<file path="src/rtl/delay_seq_pkg.sv">
// -----------------------------------------------------------------------------
// delay_seq_pkg
// Shared definitions for the init-table delay sequencer:
//   - sequencer state encoding (legacy codes kept as localparams, typed enum)
//   - default entry field widths and packed entry width
//   - delay generator tick period (used by benches and timeout logic)
//   - idx_width(): table index width for a given table depth
// No ports.
// -----------------------------------------------------------------------------
package delay_seq_pkg;

    localparam int unsigned DEF_CMD_W   = 16;
    localparam int unsigned DEF_DLY_W   = 4;
    localparam int unsigned ENTRY_W     = DEF_DLY_W + DEF_CMD_W;

    // One delay_done tick per 200001 enabled cycles (2 ms at 100 MHz).
    localparam int unsigned DELAY_TICK_CYCLES = 200001;

    // Legacy state codes, kept so existing waveform decoders still match.
    localparam logic [2:0] S_IDLE     = 3'd0;
    localparam logic [2:0] S_FETCH    = 3'd1;
    localparam logic [2:0] S_SEND     = 3'd2;
    localparam logic [2:0] S_WAIT_DLY = 3'd3;
    localparam logic [2:0] S_DONE     = 3'd4;

    typedef enum logic [2:0] {
        ST_IDLE     = S_IDLE,
        ST_FETCH    = S_FETCH,
        ST_SEND     = S_SEND,
        ST_WAIT_DLY = S_WAIT_DLY,
        ST_DONE     = S_DONE
    } state_t;

    // Index width for a table of n entries; a 1-entry table still gets 1 bit.
    function automatic int unsigned idx_width(input int unsigned n);
        return (n > 1) ? $clog2(n) : 1;
    endfunction

endpackage

</file>
<file path="src/rtl/init_rom.sv">
// -----------------------------------------------------------------------------
// init_rom
// Combinational init table for the delay sequencer. Each entry is
// {dly, cmd}: cmd is the word handed to the peripheral writer, dly the number
// of delay ticks to wait after it is accepted. Swap this file to retarget the
// sequencer at a different peripheral.
// Ports:
//   idx  in  IDX_W  table index
//   cmd  out CMD_W  command word of entry idx
//   dly  out DLY_W  delay-tick count of entry idx
// -----------------------------------------------------------------------------
module init_rom
    import delay_seq_pkg::*;
#(
    parameter  int unsigned NUM_CMDS = 16,
    parameter  int unsigned CMD_W    = 16,
    parameter  int unsigned DLY_W    = 4,
    localparam int unsigned IDX_W    = idx_width(NUM_CMDS)
) (
    input  logic [IDX_W-1:0] idx,
    output logic [CMD_W-1:0] cmd,
    output logic [DLY_W-1:0] dly
);

    logic [7:0]  addr;
    logic [19:0] raw;   // stored as {dly[3:0], cmd[15:0]}, resized on output

    always_comb begin
        addr = 8'(idx);
        raw  = '0;
        case (addr)
            8'd0:    raw = {4'd0,  16'hA001};   // sensor soft reset
            8'd1:    raw = {4'd2,  16'hB002};   // PLL config, needs lock time
            8'd2:    raw = {4'd0,  16'hC003};   // clock divider
            8'd3:    raw = {4'd15, 16'hD004};   // sensor power-up, long settle
            8'd4:    raw = {4'd1,  16'h3012};
            8'd5:    raw = {4'd0,  16'h3103};
            8'd6:    raw = {4'd3,  16'h3008};
            8'd7:    raw = {4'd0,  16'h3A00};
            8'd8:    raw = {4'd1,  16'h1280};   // display reset
            8'd9:    raw = {4'd0,  16'h1100};   // sleep out
            8'd10:   raw = {4'd0,  16'h0C00};
            8'd11:   raw = {4'd4,  16'h2900};   // display on
            8'd12:   raw = {4'd0,  16'h2C00};
            8'd13:   raw = {4'd2,  16'h3600};
            8'd14:   raw = {4'd0,  16'h3A55};
            8'd15:   raw = {4'd1,  16'h2980};
            default: raw = '0;
        endcase
        cmd = CMD_W'(raw[15:0]);
        dly = DLY_W'(raw[19:16]);
    end

endmodule

</file>
<file path="src/rtl/delay_sequencer.sv">
// -----------------------------------------------------------------------------
// delay_sequencer
// Walks the init table in init_rom, handing each command to a downstream
// writer over valid/ready and, between commands, holding en_delay high until
// the entry's programmed number of delay_done ticks has been counted.
// Ports:
//   clock       in   1      system clock (100 MHz)
//   reset_n     in   1      asynchronous active-low reset
//   start       in   1      run request, honoured in IDLE and DONE
//   cmd_valid   out  1      command word presented
//   cmd_data    out  CMD_W  command word
//   cmd_ready   in   1      downstream accepts
//   en_delay    out  1      enable to the delay generator
//   delay_done  in   1      single-cycle tick from the delay generator
//   busy        out  1      high in every state except IDLE and DONE
//   done        out  1      table completed; cleared by the next start
// All outputs are registered.
// -----------------------------------------------------------------------------
module delay_sequencer
    import delay_seq_pkg::*;
#(
    parameter  int unsigned NUM_CMDS = 16,
    parameter  int unsigned CMD_W    = 16,
    parameter  int unsigned DLY_W    = 4,
    localparam int unsigned IDX_W    = idx_width(NUM_CMDS)
) (
    input  logic             clock,
    input  logic             reset_n,
    input  logic             start,
    output logic             cmd_valid,
    output logic [CMD_W-1:0] cmd_data,
    input  logic             cmd_ready,
    output logic             en_delay,
    input  logic             delay_done,
    output logic             busy,
    output logic             done
);

    localparam logic [IDX_W-1:0] LAST_IDX = IDX_W'(NUM_CMDS - 1);
    localparam logic [DLY_W-1:0] DLY_ONE  = DLY_W'(1);

    state_t           state;
    logic [IDX_W-1:0] idx;
    logic [DLY_W-1:0] dly_cnt;
    logic [CMD_W-1:0] rom_cmd;
    logic [DLY_W-1:0] rom_dly;
    logic             entry_finished;

    init_rom #(
        .NUM_CMDS (NUM_CMDS),
        .CMD_W    (CMD_W),
        .DLY_W    (DLY_W)
    ) u_rom (
        .idx (idx),
        .cmd (rom_cmd),
        .dly (rom_dly)
    );

    // Current entry is complete: accepted with no delay, or its last tick seen.
    always_comb begin
        entry_finished = 1'b0;
        if (state == ST_SEND && cmd_valid && cmd_ready && dly_cnt == '0)
            entry_finished = 1'b1;
        if (state == ST_WAIT_DLY && delay_done && dly_cnt == DLY_ONE)
            entry_finished = 1'b1;
    end

    always_ff @(posedge clock or negedge reset_n) begin
        if (!reset_n) begin
            state     <= ST_IDLE;
            idx       <= '0;
            dly_cnt   <= '0;
            cmd_valid <= 1'b0;
            cmd_data  <= '0;
            en_delay  <= 1'b0;
            busy      <= 1'b0;
            done      <= 1'b0;
        end else begin
            case (state)
                ST_IDLE, ST_DONE: begin
                    if (start) begin
                        state <= ST_FETCH;
                        idx   <= '0;
                        done  <= 1'b0;
                        busy  <= 1'b1;
                    end
                end
                ST_FETCH: begin
                    cmd_data  <= rom_cmd;
                    dly_cnt   <= rom_dly;
                    cmd_valid <= 1'b1;
                    state     <= ST_SEND;
                end
                ST_SEND: begin
                    if (cmd_ready) begin
                        cmd_valid <= 1'b0;
                        if (dly_cnt != '0) begin
                            state    <= ST_WAIT_DLY;
                            en_delay <= 1'b1;
                        end
                    end
                end
                ST_WAIT_DLY: begin
                    if (delay_done) begin
                        dly_cnt <= dly_cnt - DLY_ONE;
                        if (dly_cnt == DLY_ONE)
                            en_delay <= 1'b0;
                    end
                end
                default: state <= ST_IDLE;
            endcase

            // Shared exit for SEND and WAIT_DLY; overrides the state set above.
            if (entry_finished) begin
                if (idx == LAST_IDX) begin
                    state <= ST_DONE;
                    done  <= 1'b1;
                    busy  <= 1'b0;
                end else begin
                    idx   <= idx + 1'b1;
                    state <= ST_FETCH;
                end
            end
        end
    end

endmodule

</file>
<file path="config.mk">
export PLATFORM = sky130hd
export DESIGN_NAME = delay_sequencer
export DESIGN_NICKNAME = d
export VERILOG_FILES = /design/src/rtl/delay_seq_pkg.sv /design/src/rtl/init_rom.sv /design/src/rtl/delay_sequencer.sv
export SDC_FILE = /design/constraint.sdc
export NUM_CORES = 1
export LEC_CHECK = 0
export CAP_MARGIN = 20
export CELL_PAD_IN_SITES_DETAIL_PLACEMENT = 0
export CELL_PAD_IN_SITES_GLOBAL_PLACEMENT = 1
export CORE_ASPECT_RATIO = 1.1
export CORE_UTILIZATION = 42
export CTS_CLUSTER_DIAMETER = 40
export DETAILED_ROUTE_END_ITERATION = 8
export PLACE_DENSITY_LB_ADDON = 0.25
export SKIP_CTS_REPAIR_TIMING = 1
export SYNTH_ARGS = -nofsm -noshare
export SYNTH_HDL_FRONTEND = slang
export SYNTH_SLANG_ARGS = --single-unit
</file>
<file path="constraint.sdc">
create_clock -name clock -period 2.1 [get_ports clock]
set_input_delay 0.21 -clock clock [delete_from_list [all_inputs] [get_ports clock]]
set_output_delay 0.21 -clock clock [all_outputs]
set_load 0.02 [all_outputs]
</file>
# [After elaboration in Yosys (flattened, before gate mapping)]
# Memory sizes are Yosys's and may differ from the RTL's.
# Cells that the tools add are included.
[word_totals] register_bits=31 mem_bits_ro=304 in_bits=5 mem_count=1
[op_classes] addsub=2 eq_ne=14 mux=29 n_reduce_logical=16
[memory_table] name="(name not given)" depth=16 word_bits=19 rd=1 rd_ports_with_merged_regs=0 wr=0 line_no="init_rom.sv:31" rtl="case (addr)"
[ops] operator="4-bit 2-to-1 mux" n=5
[ops] operator="1-bit 2-to-1 mux" n=15
[ops] operator="3-bit 2-to-1 mux" n=5
[ops] operator="3-bit one-hot mux with 4 select lines" n=1
[ops] operator="4-bit one-hot mux with 2 select lines" n=1
[ops] operator="3-bit by 2-bit == test with 1-bit output (second input constant)" n=2
[ops] operator="2-bit inequality test (second input constant)" n=3
[ops] operator="3-bit inequality test (second input constant)" n=2
[ops] operator="2-bit nonzero test" n=3
[ops] operator="1-bit logical AND" n=5
[ops] operator="5-bit AND reduction" n=1
[ops] operator="4-bit by 1-bit adder with 4-bit output (second input constant)" n=1
[ops] operator="4-bit by 1-bit == test with 1-bit output (second input constant)" n=1
[ops] operator="4-bit == test (second input constant)" n=1
[ops] operator="4-bit logical NOT" n=1
[ops] operator="2-bit by 1-bit inequality test with 1-bit output (second input constant)" n=2
[ops] operator="1-bit one-hot mux with 2 select lines" n=2
[ops] operator="2-bit AND reduction" n=2
[ops] operator="4-bit AND reduction" n=1
[ops] operator="4-bit nonzero test" n=1
[ops] operator="4-bit by 1-bit subtractor with 4-bit output (second input constant)" n=1
[ops] operator="3-bit by 1-bit == test with 1-bit output (second input constant)" n=1
[ops] operator="3-bit == test (second input constant)" n=1
[ops] operator="3-bit logical NOT" n=1
[ops] operator="2 further kinds" n=2

# [Logic depth before layout (Yosys ltp)]
# Gate-level depths: netlist of the first run.
[depth] ltp_word=8 depth_mapped=7 mapped_depth_nobuf=6

# [Cells and area by module]
# Synthesis of the first run repeated with hierarchy kept, for this count alone.
[hier_totals] cells_unflattened=211 hier_area_um2=1861.8
[modules_own_cells] module="delay_sequencer" instances=1 cells_per_inst=152 area_per_inst_um2=1460.2
[modules_own_cells] module="init_rom" instances=1 cells_per_inst=59 area_per_inst_um2=401.6

# [Worst setup path before layout of the first run]
# Ideal clock, no wire load.
[synth_path] kind="flip-flop to flip-flop" startpoint="reg dly_cnt[0]" endpoint="reg state[2]" setup_time_ns=0.120 arrival_ns=1.392 required_ns=1.980 setup_slack_ns=0.588 path_stages_with_launch=7 n_path_buf=0 path_cell_list="dfrtp_1 -> inv_1 -> ha_1 -> and4bb_1 -> a22oi_4 -> nor2_1 -> a31o_1"
[synth_between] elab_chain_len=6
[synth_lines] item="start, declared" line_no="delay_sequencer.sv:44" rtl="logic [DLY_W-1:0] dly_cnt;"
[synth_lines] item="start signal, assigned" line_no="delay_sequencer.sv:90" rtl="dly_cnt <= rom_dly;"
[synth_lines] item="start signal, assigned" line_no="delay_sequencer.sv:105" rtl="dly_cnt <= dly_cnt - DLY_ONE;"
[synth_lines] item="4-bit logical NOT" line_no="delay_sequencer.sv:62" rtl="if (state == ST_SEND && cmd_valid && cmd_ready && dly_cnt == '0)"
[synth_lines] item="1-bit logical AND" line_no="delay_sequencer.sv:62"
[synth_lines] item="1-bit 2-to-1 mux" line_no="delay_sequencer.sv:62"
[synth_lines] item="1-bit 2-to-1 mux" line_no="delay_sequencer.sv:64" rtl="if (state == ST_WAIT_DLY && delay_done && dly_cnt == DLY_ONE)"
[synth_lines] item="3-bit by 2-bit inequality test with 1-bit output (no line), or another cell as far along"
[synth_lines] item="4-bit AND reduction (no line)"
[synth_lines] item="end signal, assigned" line_no="delay_sequencer.sv:70" rtl="state <= ST_IDLE;"
[synth_lines] item="end signal, assigned" line_no="delay_sequencer.sv:82" rtl="state <= ST_FETCH;"
[synth_lines] item="end signal, assigned" line_no="delay_sequencer.sv:92" rtl="state <= ST_SEND;"
[synth_lines] item="end, declared" line_no="delay_sequencer.sv:42" rtl="state_t state;"
# Parallel ways exist; a longest one is shown, timed or not.
# A chain may end at the register's enable or synchronous reset.

# [Final worst setup path of the first run]
# Same ends and word-level chain as after synthesis.

==> parameters.txt, run 1 <==
Parameter                              Value

CTS
  Latest clock arrival within the worst-skew pair    280 ps
  Library cell used as clock root buffer    clkbuf_8
  Clock transition at the registers of the reported paths    70 ps
  TritonCTS clock tree    done
  Buffer levels on the longest clock path    2
  Cts bufs inserted    5
  H-Tree Depth    2
  Total clock sinks    30

Power and ir drop
  Pwr Density    1391 mW/mm^2
  LEAKAGE    0.0009741 uW
  Worst voltage drop across the vdd grid    556.8 uV

Drt
  Detail Route Antenna Nets    0
  Vias    1393
  Via density    5.378
  Total Routed Length    3609 um
  WL/cell    13.93 um
  Detailed-router iteration count before antenna repair    4
  # DRC    0
  Violation count after the first detailed-routing iteration    52

STA
  Total count of max-transition violations in the final report    0
  Fmax    586.7 MHz
  Final period demand of the worst path    1704 ps
  Total negative setup slack    0 ps
  RSZ-0062 raised after global routing    no
  Number of failing hold endpoints at the final stage    0
  Worst-case clock skew    6.501 ps
  Final worst hold slack    327.7 ps
  Final worst-path cycle share    81.16%
  Final setup violation count    0

Logic synthesis
  Synthesized netlist net count    197
  Mux cell area share after synthesis    5.824%
  Avg Inst Size Synth    9.733 sq um
  Share of synthesized area occupied by flip-flops and latches    42.61%
  Number of synthesized flops with an enable pin    0
  Count of unique library cells instantiated by Yosys    45
  Post-Syn Area    0.001762 sq mm
  Adder-cell share of the synthesized area    7.813%
  Share of flip-flops with an asynchronous set or reset    100.0%
  Area fraction of the dominant cell type after synthesis    42.61%
  Area fraction in and, or, nand and nor cells after synthesis    16.76%
  Count of state elements after synthesis    30
  Synth Area in XOR/XNOR    0%
  Main combinational cell family by area after synthesis    compound AO/OA/AOI/OAI gates
  Library cell with the largest summed area after synthesis    dfrtp_1
  Main area contributors after synthesis    dfrtp_1 43%, ha_1 7.8%, nand2_1 5.5%
  Most instantiated flip-flop cell in the synthesis netlist    dfrtp_1
  Warnings, synthesis    0
  Area fraction in compound gates after synthesis    19.60%
  Cell count after synthesis    181

Setup path
  Worst Path Required    2260 ps
  Max stage delay on crit path    450 ps
  Slowest stage cell on the critical path    dfrtp_1
  Top Family by Delay on Critical Path    flip-flops
  Peak fanout along the critical path    6
  Worst setup path class    flop to flop
  Cell count of the worst reg-to-reg path    6
  Buf+Inv Stages, Crit Path    1
  Worst setup SP type    flop
  Worst r2r dst    state[2]
  Signal arrival time at the worst endpoint    1870 ps
  Minimum setup slack among reg-to-reg paths    400 ps
  Kind of end point of the critical path    flop
  Worst reg2reg path startpoint    dly_cnt[0]
  Cells along the critical path    inv_1, ha_1, and4bb_1, a22oi_4, nor2_1, a31o_1

Cells and area
  Layout overhead on the synthesized area    20.24%
  Layout cells sized above 1    12.08%
  Number of diodes added for antenna fixing    0
  Final-stage net count    222
  Final core occ    53.04%

Global routing
  Overall global routing resource usage    18.14%
  Wire length of the first global-routing pass    6175 um
  Number of antenna violations at the first check in global routing    0
  Maximum number of pins on one net before global-route repair    31
  Via count of the first global-routing pass    1357
  GR Overflow Total    0

Floorplanning
  Ports placed on the boundary    25
  Vertical die dimension    69.93 um
  Area enclosed by the die boundary    0.004458 sq mm
  Initial core utilization    44.11%
  Horiz. Die Dim    63.75 um
  Number of core rows    24
  Core footprint    0.003994 sq mm

Job
  Number of maximum-capacitance violations    0

Run status
  Run status    completed

Placement
  Number of I/O port buffers    23
  Final weighted congestion in routability-driven placement    0.8268
  DP Wirelength    2504 um

Worst hold path
  Worst hold-check path type    input pin to asynchronous set/reset pin
-- cell type report --
cell class	count	area (sq um)
clock buffers	7	86.33
multi-input cells	128	884.6
fillers	357	1876
flip-flops and latches	30	750.7
repair buffers	30	282.8
inverters	11	43.79
clock inverters	1	5.005
well taps	52	65.06
-- metrics by stage --
stage	instances	instance area (sq um)	worst slack, ps	power (uW)
5_1_grt	259	2118	275.9	3182
3_3_place_gp	251	2027	429.5	2454
4_1_cts	259	2118	407.9	2965
3_5_place_dp	251	2027	378.5	2478
2_1_floorplan	181	1762	587.9	2006
6_report	259	2118	395.6	2946
-- flip-flops by register name, indices dropped and copies added (netlist names) --
name / flops
cmd_data: 15
dly_cnt: 4
idx: 4
state: 3
busy: 1
cmd_valid: 1
done: 1
en_delay: 1
-- cell families after synthesis --
family | Yosys count
compound gates | 46
fa+ha+maj | 11
buf+inv | 23
flops | 30
mux | 10
other cells | 1
simple gates | 60
-- metal layers --
metal	vias up	share of wire, %	global-route usage (%)
li1	683	-	-
met1	667	46	23.22
met2	36	48	29.20
met3	7	4.0	4.412
met4	0	2.0	7.323
met5	-	0	0
-- Yosys cell counts, drive strengths merged, types with 3 or more instances --
| master | number |
|---|---|
| o211ai | 3 |
| mux2i | 8 |
| a21oi | 7 |
| o21ai | 11 |
| a221oi | 4 |
| buf | 11 |
| nand2 | 27 |
| nor2 | 15 |
| inv | 11 |
| a21o | 4 |
| dfrtp | 30 |
| a31oi | 4 |
| ha | 11 |
| nand3 | 5 |
-- placed cells by master, fill, tap and decap left out, types with 2 or more instances in the layout --
master           netlist  layout
a21o_1                 4       4
a21oi_1                7       7
a221oi_2               3       3
a22o_1                 2       2
a31oi_1                4       4
buf_4                  2       7
clkbuf_8               0       6
clkdlybuf4s50_1        0      23
dfrtp_1               30      30
ha_1                  11      11
inv_1                 10      10
mux2_2                 2       2
mux2i_1                8       8
nand2_1               26      26
nand2b_1               2       2
nand3_1                5       5
nor2_1                15      15
nor2b_1                2       2
o211ai_1               3       3
o21ai_0               10      10
o22ai_1                2       2
-- where the power goes --
group          leakage, uW  total [uW]  switching (uW)  internal [uW]
Clock            0.0000482         476             212            264
Sequential        0.000377        1020             229            788
Combinational     0.000549        1450             795            658
Total             0.000974        2950            1240           1710
-- how the worst max path moves through the flow --
stage,start,end,slack (ps),cells after the start
global route,idx[0],dly_cnt[1],280,6
CTS,dly_cnt[0],idx[0],410,6
global placement,delay_done,busy,430,5
detailed placement,delay_done,idx[0],380,5
floorplan,dly_cnt[0],state[2],590,6
finish,dly_cnt[0],state[2],400,6
Note: power is estimated with default switching activity, not from simulation.
==> run 2: changes to the inputs <==
--- a/config.mk
+++ b/config.mk
@@ -9,7 +9,7 @@
 export CELL_PAD_IN_SITES_DETAIL_PLACEMENT = 0
 export CELL_PAD_IN_SITES_GLOBAL_PLACEMENT = 1
 export CORE_ASPECT_RATIO = 1.1
-export CORE_UTILIZATION = 42
+export CORE_UTILIZATION = 38
 export CTS_CLUSTER_DIAMETER = 40
 export DETAILED_ROUTE_END_ITERATION = 8
 export PLACE_DENSITY_LB_ADDON = 0.25
==> constraint.sdc (replaced) <==
create_clock -name clock -period 1.4 [get_ports clock]
set_input_delay 0.14 -clock clock [delete_from_list [all_inputs] [get_ports clock]]
set_output_delay 0.14 -clock clock [all_outputs]
set_load 0.02 [all_outputs]
==> parameters.txt, run 2 (same netlist as run 1, synthesis figures left out) <==
Parameter                              Value

Drt
  Detail Route Antenna Nets    0 (unchanged)
  # DRC    0 (unchanged)
  Violation count after the first detailed-routing iteration    74 (+42%)
  WL/cell    13.87 um (-0.49%)
  Vias    1523 (+9.3%)
  Total Routed Length    4146 um (+15%)
  Detailed-router iteration count before antenna repair    4 (unchanged)
  Via density    5.094 (-5.3%)

Setup path
  Slowest stage cell on the critical path    dfrtp_1
  Minimum setup slack among reg-to-reg paths    -160 ps (-550 ps)
  Worst setup path class    flop to flop
  Signal arrival time at the worst endpoint    1760 ps (-110 ps)
  Worst r2r dst    idx[2]
  Cells along the critical path    inv_2, ha_4, and4bb_2, a22o_1, nand2_2, mux2i_1
  Worst setup SP type    flop
  Worst Path Required    1610 ps (-650 ps)
  Worst reg2reg path startpoint    dly_cnt[0]
  Buf+Inv Stages, Crit Path    1 (unchanged)
  Cell count of the worst reg-to-reg path    6 (unchanged)
  Top Family by Delay on Critical Path    flip-flops
  Kind of end point of the critical path    flop
  Max stage delay on crit path    410 ps (-40 ps)
  Peak fanout along the critical path    4 (-2)

Cells and area
  Number of diodes added for antenna fixing    0 (unchanged)
  Final-stage net count    260 (+17%)
  Top flop regs    cmd_data (15), dly_cnt (4), idx (4)
  Most common cell after layout, fill and taps aside    buf_4
  Number of flip-flops under the largest register name    15 (unchanged)
  Layout overhead on the synthesized area    50.50%
  Final non-filler cell area    0.002651 sq mm (+25%)
  Final cell count without fillers    299 (+15%)
  Layout cells sized above 1    36.73% (+25 points)
  Top reg by flops    cmd_data
  Most frequent cells in the layout    37 x buf_4, 29 x dfrtp_1, 18 x nand2_1

Placement
  Placed instance area    0.002270 sq mm (+12%)
  DP Wirelength    2873 um (+15%)
  Final weighted congestion in routability-driven placement    0.8341 (+0.88%)
  Placed Cells    284 (+13%)
  Number of I/O port buffers    23 (unchanged)
  Worst Setup Slack post-DPL    -159.6 ps (-538.1 ps)

Floorplanning
  Number of core rows    25 (+4.2%)
  Initial core utilization    40.23% (-3.9 points)
  Core footprint    0.004379 sq mm (+9.6%)
  Horiz. Die Dim    66.92 um (+5.0%)
  Area enclosed by the die boundary    0.004913 sq mm (+10%)
  Ports placed on the boundary    25 (unchanged)
  Vertical die dimension    73.41 um (+5.0%)

Job
  Number of maximum-capacitance violations    0 (unchanged)

STA
  Number of failing hold endpoints at the final stage    0 (unchanged)
  Final worst-path cycle share    111.1% (+30 points)
  Final setup violation count    17 (+17)
  Smallest setup slack after layout    -156.1 ps (-551.6 ps)
  Total count of max-transition violations in the final report    0 (unchanged)
  RSZ-0062 raised after global routing    yes
  Fmax    642.6 MHz (+9.5%)
  Worst-case clock skew    4.657 ps (-1.844 ps)
  Final worst hold slack    240.3 ps (-87.44 ps)
  Final period demand of the worst path    1556 ps (-148.4 ps)
  Total negative setup slack    -1081 ps (-1081 ps)

CTS
  Total clock sinks    30 (unchanged)
  Clock transition at the registers of the reported paths    70 ps (about the same)
  H-Tree Depth    2 (unchanged)
  Latest clock arrival within the worst-skew pair    290 ps (about the same)
  TritonCTS clock tree    done
  Cts bufs inserted    5 (unchanged)
  Buffer levels on the longest clock path    2 (unchanged)
  Library cell used as clock root buffer    clkbuf_8

Power and ir drop
  Worst voltage drop across the vdd grid    1040 uV (+87%)
  Pwr Density    2101 mW/mm^2 (+51%)
  LEAKAGE    0.001446 uW (+48%)

Global routing
  GR Overflow Total    0 (unchanged)
  Number of antenna violations at the first check in global routing    0 (unchanged)
  Overall global routing resource usage    18.29% (+0.15 points)
  Maximum number of pins on one net before global-route repair    31 (unchanged)
  Wire length of the first global-routing pass    6672 um (+8.0%)
  Via count of the first global-routing pass    1515 (+12%)

Run status
  Run status    finished, violations left
  Violated checks    negative setup slack

Worst hold path
  Worst hold-check path type    input pin to asynchronous set/reset pin
-- run 2: worst reg2reg max path: cells and delay by family, from the launching register on --
family | cells | cell delay, ps
DFF | 1 | 410
and+or+nand+nor | 2 | 360
AOI/OAI and AO/OA | 1 | 270
muxes | 1 | 200
adders and majority gates | 1 | 160
buffers and inverters | 1 | 70
-- run 2: per-layer routing --
| metal | track usage, % | wire length, um | up-vias |
|---|---|---|---|
| met5 | 0 | 0 | - |
| li1 | - | - | 759 |
| met2 | 29.41 | 2014 | 33 |
| met4 | 7.801 | 63 | 0 |
| met3 | 5.435 | 169 | 6 |
| met1 | 22.61 | 1898 | 725 |
-- run 2: worst max path at each step --
stage	start	to	slack, ps	cells past startpoint
after CTS	dly_cnt[1]	idx[2]	-180	6
after global routing	dly_cnt[0]	idx[1]	-270	6
after floorplan	dly_cnt[0]	idx[0]	-40	6
after global placement	delay_done	idx[2]	-100	5
after detailed placement	delay_done	idx[2]	-160	5
final	dly_cnt[0]	idx[2]	-160	6
-- run 2: report_power, final --
group / switching (uW) / leakage [uW] / total (uW) / internal [uW]
combinational: 1590 / 0.00101 / 3260 / 1680
clock: 333 / 0.0000579 / 856 / 523
sequential: 266 / 0.000376 / 1450 / 1180
-- run 2: through the flow --
step           utilization, %  total power, uW
2_1_floorplan               -             3028
3_3_place_gp            51.83             4210
3_5_place_dp            51.83             4260
4_1_cts                 54.31             5133
5_1_grt                 60.54             5999
6_report                60.54             5570
-- run 2: layout make-up --
type                       count  area [sq um]
fill                         376          1728
timing repair buffer          68         671.9
multi-input combinational    128          1007
sequential                    30         752.0
inverter                      11         43.79
clock buffer                   5         68.82
tap                           54         67.56
clock inverter                 3         40.04
